$ cat config.mk
export PLATFORM = sky130hd
export DESIGN_NAME = centroid_smoother
export DESIGN_NICKNAME = d
export VERILOG_FILES = /design/src/rtl/centroid_smoother.sv
export SDC_FILE = /design/constraint.sdc
export NUM_CORES = 1
export LEC_CHECK = 0
export BUFFER_PORTS_ARGS = -buffer_cell sky130_fd_sc_hd__buf_2
export CAP_MARGIN = 20
export CORE_MARGIN = 3
export CORE_UTILIZATION = 55
export DETAILED_ROUTE_END_ITERATION = 8
export HOLD_SLACK_MARGIN = 0.03
export PLACE_DENSITY_LB_ADDON = 0.2
export REMOVE_ABC_BUFFERS = 1
export SLEW_MARGIN = 0
export SYNTH_ARGS = -nofsm -noshare
export SYNTH_HDL_FRONTEND = slang
export SYNTH_SLANG_ARGS = --single-unit
export TNS_END_PERCENT = 100
$ cat constraint.sdc
create_clock -name clk_in -period 4.5 [get_ports clk_in]
set_input_delay 0.225 -clock clk_in [delete_from_list [all_inputs] [get_ports clk_in]]
set_output_delay 0.225 -clock clk_in [all_outputs]
set_load 0.02 [all_outputs]
$ cat src/rtl/centroid_smoother.sv
// Moving-average smoother for per-frame centroids, with miss tracking that
// drops the history after MAX_MISS consecutive empty frames.
module centroid_smoother #(
    parameter int LOG_DEPTH = 2,
    parameter int MAX_MISS  = 3
) (
    input  logic        clk_in,
    input  logic        rst_in,
    input  logic [10:0] x_in,
    input  logic [9:0]  y_in,
    input  logic        valid_in,
    input  logic        frame_in,
    output logic [10:0] x_out,
    output logic [9:0]  y_out,
    output logic        valid_out,
    output logic        tracking_out,
    output logic        lost_out
);

    localparam int DEPTH = 1 << LOG_DEPTH;
    localparam int SX    = 11 + LOG_DEPTH;
    localparam int SY    = 10 + LOG_DEPTH;

    typedef enum logic {EMPTY, TRACK} state_t;

    state_t               state_reg, state_next;
    logic [SX-1:0]        sum_x_reg;
    logic [SY-1:0]        sum_y_reg;
    logic [LOG_DEPTH-1:0] ptr_reg;
    logic [3:0]           miss_reg;
    logic                 seen_reg;
    logic                 stage1_reg;
    logic [10:0]          buf_x [DEPTH];
    logic [9:0]           buf_y [DEPTH];

    logic       preload, accept, flush, miss_clear, miss_inc;
    logic [4:0] miss_plus;

    assign miss_plus    = {1'b0, miss_reg} + 5'd1;
    assign tracking_out = (state_reg == TRACK);

    always_ff @(posedge clk_in or posedge rst_in) begin
        if (rst_in) state_reg <= EMPTY;
        else        state_reg <= state_next;
    end

    always_comb begin
        state_next = state_reg;
        preload    = 1'b0;
        accept     = 1'b0;
        flush      = 1'b0;
        miss_clear = 1'b0;
        miss_inc   = 1'b0;
        case (state_reg)
            EMPTY: begin
                if (valid_in) begin
                    preload    = 1'b1;
                    state_next = TRACK;
                end
            end
            TRACK: begin
                accept = valid_in;
                if (frame_in) begin
                    // A sample arriving with the frame strobe belongs to the closing frame.
                    if (seen_reg || valid_in) begin
                        miss_clear = 1'b1;
                    end else if (miss_plus == 5'(MAX_MISS)) begin
                        flush      = 1'b1;
                        state_next = EMPTY;
                    end else begin
                        miss_inc = 1'b1;
                    end
                end
            end
            default: state_next = EMPTY;
        endcase
    end

    // Entry on track acquisition fills the whole window so the first average is exact.
    generate
        for (genvar gi = 0; gi < DEPTH; gi++) begin : g_buf
            always_ff @(posedge clk_in) begin
                if (preload || (accept && ptr_reg == LOG_DEPTH'(gi))) begin
                    buf_x[gi] <= x_in;
                    buf_y[gi] <= y_in;
                end
            end
        end
    endgenerate

    always_ff @(posedge clk_in or posedge rst_in) begin
        if (rst_in) begin
            sum_x_reg  <= '0;
            sum_y_reg  <= '0;
            ptr_reg    <= '0;
            miss_reg   <= '0;
            seen_reg   <= 1'b0;
            stage1_reg <= 1'b0;
            x_out      <= '0;
            y_out      <= '0;
            valid_out  <= 1'b0;
            lost_out   <= 1'b0;
        end else begin
            if (preload) begin
                sum_x_reg <= {x_in, {LOG_DEPTH{1'b0}}};
                sum_y_reg <= {y_in, {LOG_DEPTH{1'b0}}};
                ptr_reg   <= '0;
            end else if (accept) begin
                sum_x_reg <= sum_x_reg + SX'(x_in) - SX'(buf_x[ptr_reg]);
                sum_y_reg <= sum_y_reg + SY'(y_in) - SY'(buf_y[ptr_reg]);
                ptr_reg   <= ptr_reg + LOG_DEPTH'(1);
            end else if (flush) begin
                sum_x_reg <= '0;
                sum_y_reg <= '0;
                ptr_reg   <= '0;
            end

            if (preload || miss_clear || flush) miss_reg <= '0;
            else if (miss_inc)                  miss_reg <= miss_plus[3:0];

            if (preload)                 seen_reg <= ~frame_in;
            else if (state_reg == TRACK) begin
                if (frame_in)            seen_reg <= 1'b0;
                else if (valid_in)       seen_reg <= 1'b1;
            end

            // Stage 2 reads the pre-flush sums, so a pending output still emits.
            stage1_reg <= preload | accept;
            valid_out  <= stage1_reg;
            if (stage1_reg) begin
                x_out <= sum_x_reg[SX-1:LOG_DEPTH];
                y_out <= sum_y_reg[SY-1:LOG_DEPTH];
            end
            lost_out <= flush;
        end
    end

endmodule

Word-level counts from Yosys, hierarchy flattened. Memory sizes are Yosys's and may differ from the RTL's. Cells that the tools add are included.

Register bits: 57. RAM bits: 84. Bits of input ports: 25. Output and inout bits: 24. Word-level logic and storage cells: 83. Memories: 2.

$add $sub $neg: 6. Equal/unequal tests: 4. Mux-type cells: 40. Bitwise gates (word level): 3. Reduce and logical (&&, ||, !) cells: 17.

Memories: buf_x (depth 4, width 11, rd ports 1, clocked after memory_dff 0, wr ports 4, line 33) `logic [10:0] buf_x [DEPTH];`; buf_y (depth 4, width 10, rd ports 1, clocked after memory_dff 0, wr ports 4, line 34) `logic [9:0] buf_y [DEPTH];`.

Operator list (number): $mux W13 (3); $mux W12 (3); $mux W1 (28); $add A13 B11 Y13 (1); $sub A13 B11 Y13 (1); $add A12 B10 Y12 (1); $sub A12 B10 Y12 (1); $mux W4 (2); $logic_or A1 B1 Y1 (7); $mux W2 (3); $reduce_bool A3 Y1 (2); $add A4 B1 Y5 const B (1); $eq A5 B2 Y1 const B (1); $eq A2 B2 Y1 const B (2); $logic_and A1 B1 Y1 (4); $reduce_bool A2 Y1 (2); $add A2 B1 Y2 const B (1); $eq A2 B1 Y1 const B (1); $logic_not A2 Y1 (1); $not A1 Y1 (2); $pmux W1 S2 (1); $reduce_and A2 Y1 (1); $or A1 B1 Y1 (1).

Logic depth before layout (Yosys ltp).
Depth in word-level cells: 9. Depth in mapped cells: 14. Depth with buffers taken out: 12.

Least setup slack after synthesis. Ideal clock, no wire load.

Kind: reg2reg. From: reg ptr_reg[0]. To: reg sum_y_reg[8]. Library setup time: 0.129 ns. Arrival: 3.569 ns. Data required time: 4.371 ns. Path slack: 0.802 ns. Stages on the path, launching flop included: 13. Path buffers: 2. Period minus slack after synthesis: 3.698 ns. Cell sequence: dfrtp_1 > clkbuf_1 > buf_2 > mux4_2 > fa_1 > inv_1 > ha_1 > nor2b_4 > o31a_1 > or4_1 > a21oi_2 > xor2_1 > o21ai_1.

Longest elaborated chain between the ends: 4.

RTL lines: from (decl) (line 29) `logic [LOG_DEPTH-1:0] ptr_reg;`; from (signal assigned) (line 111) `ptr_reg <= ptr_reg + LOG_DEPTH'(1);`; $mem_v2 Z4 W10; $sub A12 B10 Y12 (line 110) `sum_y_reg <= sum_y_reg + SY'(y_in) - SY'(buf_y[ptr_reg]);`; $mux W12 (line 108) `end else if (accept) begin`; $mux W12 (line 104) `if (preload) begin`; to (signal assigned) (line 106) `sum_y_reg <= {y_in, {LOG_DEPTH{1'b0}}};`; to (signal assigned) (line 110); to (decl) (line 28) `logic [SY-1:0] sum_y_reg;`.

Every way passes these cells. A chain may end at the register's enable or synchronous reset.

Worst setup path after layout. Same ends and word-level chain as after synthesis.

==> summary.md <==
| Metric | Value |
|---|---|
| Status | finished, final reports clean |
| Total CTS buffers | 17 |
| Core box area | ~0.013 mm² |
| EDFF count, synth | 84 |
| Synth Flop Type | edfxtp_1 |
| Critical Path Source | ptr_reg[0] |
| DR pass1 iterations | 7 |
| Crit path max-delay cell type | dfrtp_1 |
| Internal power | between 4 and 5 mW |
| FF-to-FF setup slack | around 0.67 ns |
| Top-Level Pins | 49 |
| Worst reg2reg endpoint | sum_y_reg[8] |
| Port Buffers | 48 |
| Final instance area | 0.00828 mm² |
| Initial detailed-routing violation count | roughly 360 |
| GRT Total Usage | 0.218 |
| Pwr per Cell Area | just over 800 mW/mm² |
| Synth top area share | 0.352 |
| Setup Skew | 0.00866 ns |
| Flop pwr share | 0.290 |
| Critical path buffers and inverters | 2 |
| Sw frac | 0.388 |
| Die Wd | 120 µm |
| Clk buf depth | 2 |
| Max transition margin | 0.452 |
| Ant. Diodes | 0 |
| Synth Area in Simple Gates | 0.0478 |
| Leak | between 3 and 4 nW |
| Psw | between 2 and 3 mW |
| Clk network pwr share | 0.197 |
| Combinational power share | 0.513 |
| Vias in the first global route | approximately 4700 |
| Ordered list of cells on the worst path | buf_4 > mux4_2 > fa_1 > inv_1 > ha_1 > nor2b_4 > o31a_1 > or4_1 > a21oi_2 > xor2_1 > o21ai_1 |
| Critical path depth in cells | 11 |
| Detailed Route WL | between 10 and 15 mm |
| Avg Cell Area, Syn | ~13 µm² |
| Setup TNS | 0 ns |
| Peak VDD IR | ~460 µV |
| Initial antenna violation count | 0 |
| Worst reg2reg startpoint | ptr_reg[0] |
| Largest net degree at the start of global routing | 58 |
| Hold Slack | 0.0244 ns |
| Inst Count DP | 757 |
| Routed vias | approximately 4500 |
| Clk Latency, worst-skew pair | between 0.4 and 0.5 ns |
| Final ANT Viol Nets | 0 |
| CP arrival | 4.10 ns |
| CTS tree | done |
| Placer Congestion | 0.835 |
| Crit Path Max Fanout | 9 |
| Highest Clock Rate | around 260 MHz |
| Nets | 687 |
| Largest family of logic cells by synthesized area | adder cells |
| Initial core utilization | 0.566 |
| Slew Viols, Final | 0 |
| Synthesized instance count | 546 |
| CP Capture Point | sum_y_reg[8] |
| Cell area after placement | 0.00764 mm² |
| Critical Path End Type | flip-flop |
| Worst Reg-to-Reg Cells | 11 |
| First-pass GRT wire length | about 24 mm |
| Setup Viol. Count Final | 0 |
| Synth cell count leaders | 96 x inv_1, 84 x edfxtp_1, 57 x dfrtp_1, 31 x ha_1, 29 x o21ai_0 |
| Peak per-stage delay on the critical path | about 0.64 ns |
| Non-Filler Instances | slightly below 800 |
| Max-Cap Viols | 0 |
| Setup ws final | between 0.6 and 0.7 ns |
| Vias per Instance | roughly 5.6 |
| Count leader, synth | inv_1 |
| Final hold violation count | 0 |
| Worst Path Required | between 4 and 5 ns |
| Measured slew at the worst slew-check pin | roughly 0.82 ns |
| WL/cell | roughly 18 µm |
| Post-synthesis mux area share | 0.108 |
| Post-CTS Setup Bufs | 0 |
| Sequential area share after synthesis | 0.550 |
| Ys async rst share | 0.404 |
| Worst-path clk slew | 0.06 ns |
| Warnings from Yosys | 0 |
| CTS Sinks | approximately 140 |
| Netlist cell types | 54 |
| Worst Setup Start Kind | flip-flop |
| Setup CP Type | flip-flop to flip-flop |
| Synth Cell Area | a little over 0.007 mm² |
| Area grow syn2layout | 15.4% |
| Adder-cell share of the synthesized area | 0.113 |
| Area fraction in compound gates after synthesis | 0.101 |
| H-tree depth | 4 |
| Crit path time final | about 3.8 ns |
| Family with the most delay on the worst path | adder cells |
| Die ar. | between 0.01 and 0.015 mm² |
| FILL cells | 970 |
| # rows | 41 |
| Number of flip-flops in the largest register | between 40 and 50 |
| GRT overflow | 0 |
| Xor and xnor area share after synthesis | 0.0207 |
| Post-synth top area cell | edfxtp_1 |
| DRC Markers | 0 |
| RSZ-0062 raised after global routing | no |
| Die H | approximately 120 µm |
| Worst slack, placed | ~0.69 ns |
| Flops & latches, synth | around 140 |
| CTS root buf | clkbuf_16 |
| Share of cells above drive strength 1 | 0.228 |
| Main area contributors after synthesis | edfxtp_1 35%, dfrtp_1 20%, mux4_2 6.6%, fa_1 5.9%, ha_1 5.4% |
| Hpwl dp | 9.72 mm |
| Worst hold-check path type | input port to async pin |
| Final worst path period share | 0.851 |
==> cell type report <==
| type | count | area [µm²] | area share |
|---|---|---|---|
| inverters | 96 | 360 | 0.0435 |
| clock buffers | 20 | 437 | 0.0527 |
| flip-flops and latches | 141 | 3950 | 0.477 |
| multi-input cells | 292 | 2800 | 0.338 |
| well taps | 172 | 215 | 0.0260 |
| repair buffers | 62 | 398 | 0.0481 |
| clock inverters | 12 | 124 | 0.0150 |
==> what timing repair did <==
item	in CTS	in global routing
hold buffers	1	0
endpoints found under the hold margin	4	0
gates resized for setup	0	0
==> metrics by stage <==
step	power [mW]	util
6_report	6.71	0.654
3_3_place_gp	5.21	0.601
5_1_grt	7.26	0.654
3_5_place_dp	5.35	0.603
2_1_floorplan	4.59	-
4_1_cts	6.72	0.648
==> worst min path at each step <==
stage	start	end
finish	rst_in	seen_reg
global route	y_in[2]	buf_y[0][2]
CTS	y_in[2]	buf_y[0][2]
detailed placement	y_in[1]	buf_y[2][1]
global placement	y_in[1]	buf_y[1][1]
floorplan	valid_in	stage1_reg
==> routing by layer <==
layer,share of wire,track usage,up-vias
met5,0,0,-
met4,0.026,0.0956,0
met3,0.044,0.0519,41
met2,0.50,0.363,122
met1,0.43,0.276,2237
li1,-,-,2076
==> placed cells by master (no fill, tap or decap), types with 3 or more instances in the layout <==
| cell | netlist | routed |
|---|---|---|
| a21o_1 | 7 | 7 |
| a21oi_1 | 23 | 23 |
| a22o_1 | 8 | 8 |
| a22oi_1 | 7 | 7 |
| buf_2 | 4 | 48 |
| buf_4 | 0 | 8 |
| buf_8 | 0 | 4 |
| clkbuf_1 | 13 | 3 |
| clkbuf_16 | 0 | 17 |
| clkinv_2 | 0 | 3 |
| clkinv_4 | 0 | 3 |
| dfrtp_1 | 57 | 57 |
| edfxtp_1 | 84 | 84 |
| fa_1 | 21 | 21 |
| ha_1 | 31 | 31 |
| inv_1 | 96 | 95 |
| mux2_2 | 23 | 23 |
| mux2i_1 | 4 | 4 |
| mux4_2 | 21 | 21 |
| nand2_1 | 18 | 18 |
| nand2b_1 | 3 | 3 |
| nand3_1 | 7 | 7 |
| nor2_1 | 13 | 13 |
| nor2b_1 | 5 | 5 |
| nor3_1 | 6 | 6 |
| o211ai_1 | 3 | 3 |
| o21a_1 | 7 | 7 |
| o21ai_0 | 29 | 29 |
| or4_1 | 3 | 3 |
| xnor2_1 | 9 | 9 |
| xor2_1 | 8 | 8 |
==> tightest hold or removal path: stages <==
cell   delay [ns]
buf_2        0.10
inv_2        0.03
buf_4        0.59
==> logic make-up (layout without fill, tap and decap cells) <==
| group | after synthesis | after routing |
|---|---|---|
| flops | 141 | 141 |
| mux | 48 | 48 |
| compound gates | 109 | 109 |
| fa+ha+maj | 52 | 52 |
| xor+xnor | 17 | 17 |
| buf+inv | 113 | 190 |
| simple gates | 66 | 66 |
==> power by group through the flow <==
| stage | Clock [mW] | Combinational, mW | Sequential [mW] |
|---|---|---|---|
| after floorplan | 0 | 2.55 | 2.04 |
| after CTS | 1.34 | 3.42 | 1.96 |
| after global routing | 1.40 | 3.87 | 1.98 |
| after global placement | 0 | 3.26 | 1.96 |
| after detailed placement | 0 | 3.38 | 1.97 |
| final | 1.32 | 3.44 | 1.95 |
Power figures use the tool's default switching activity.
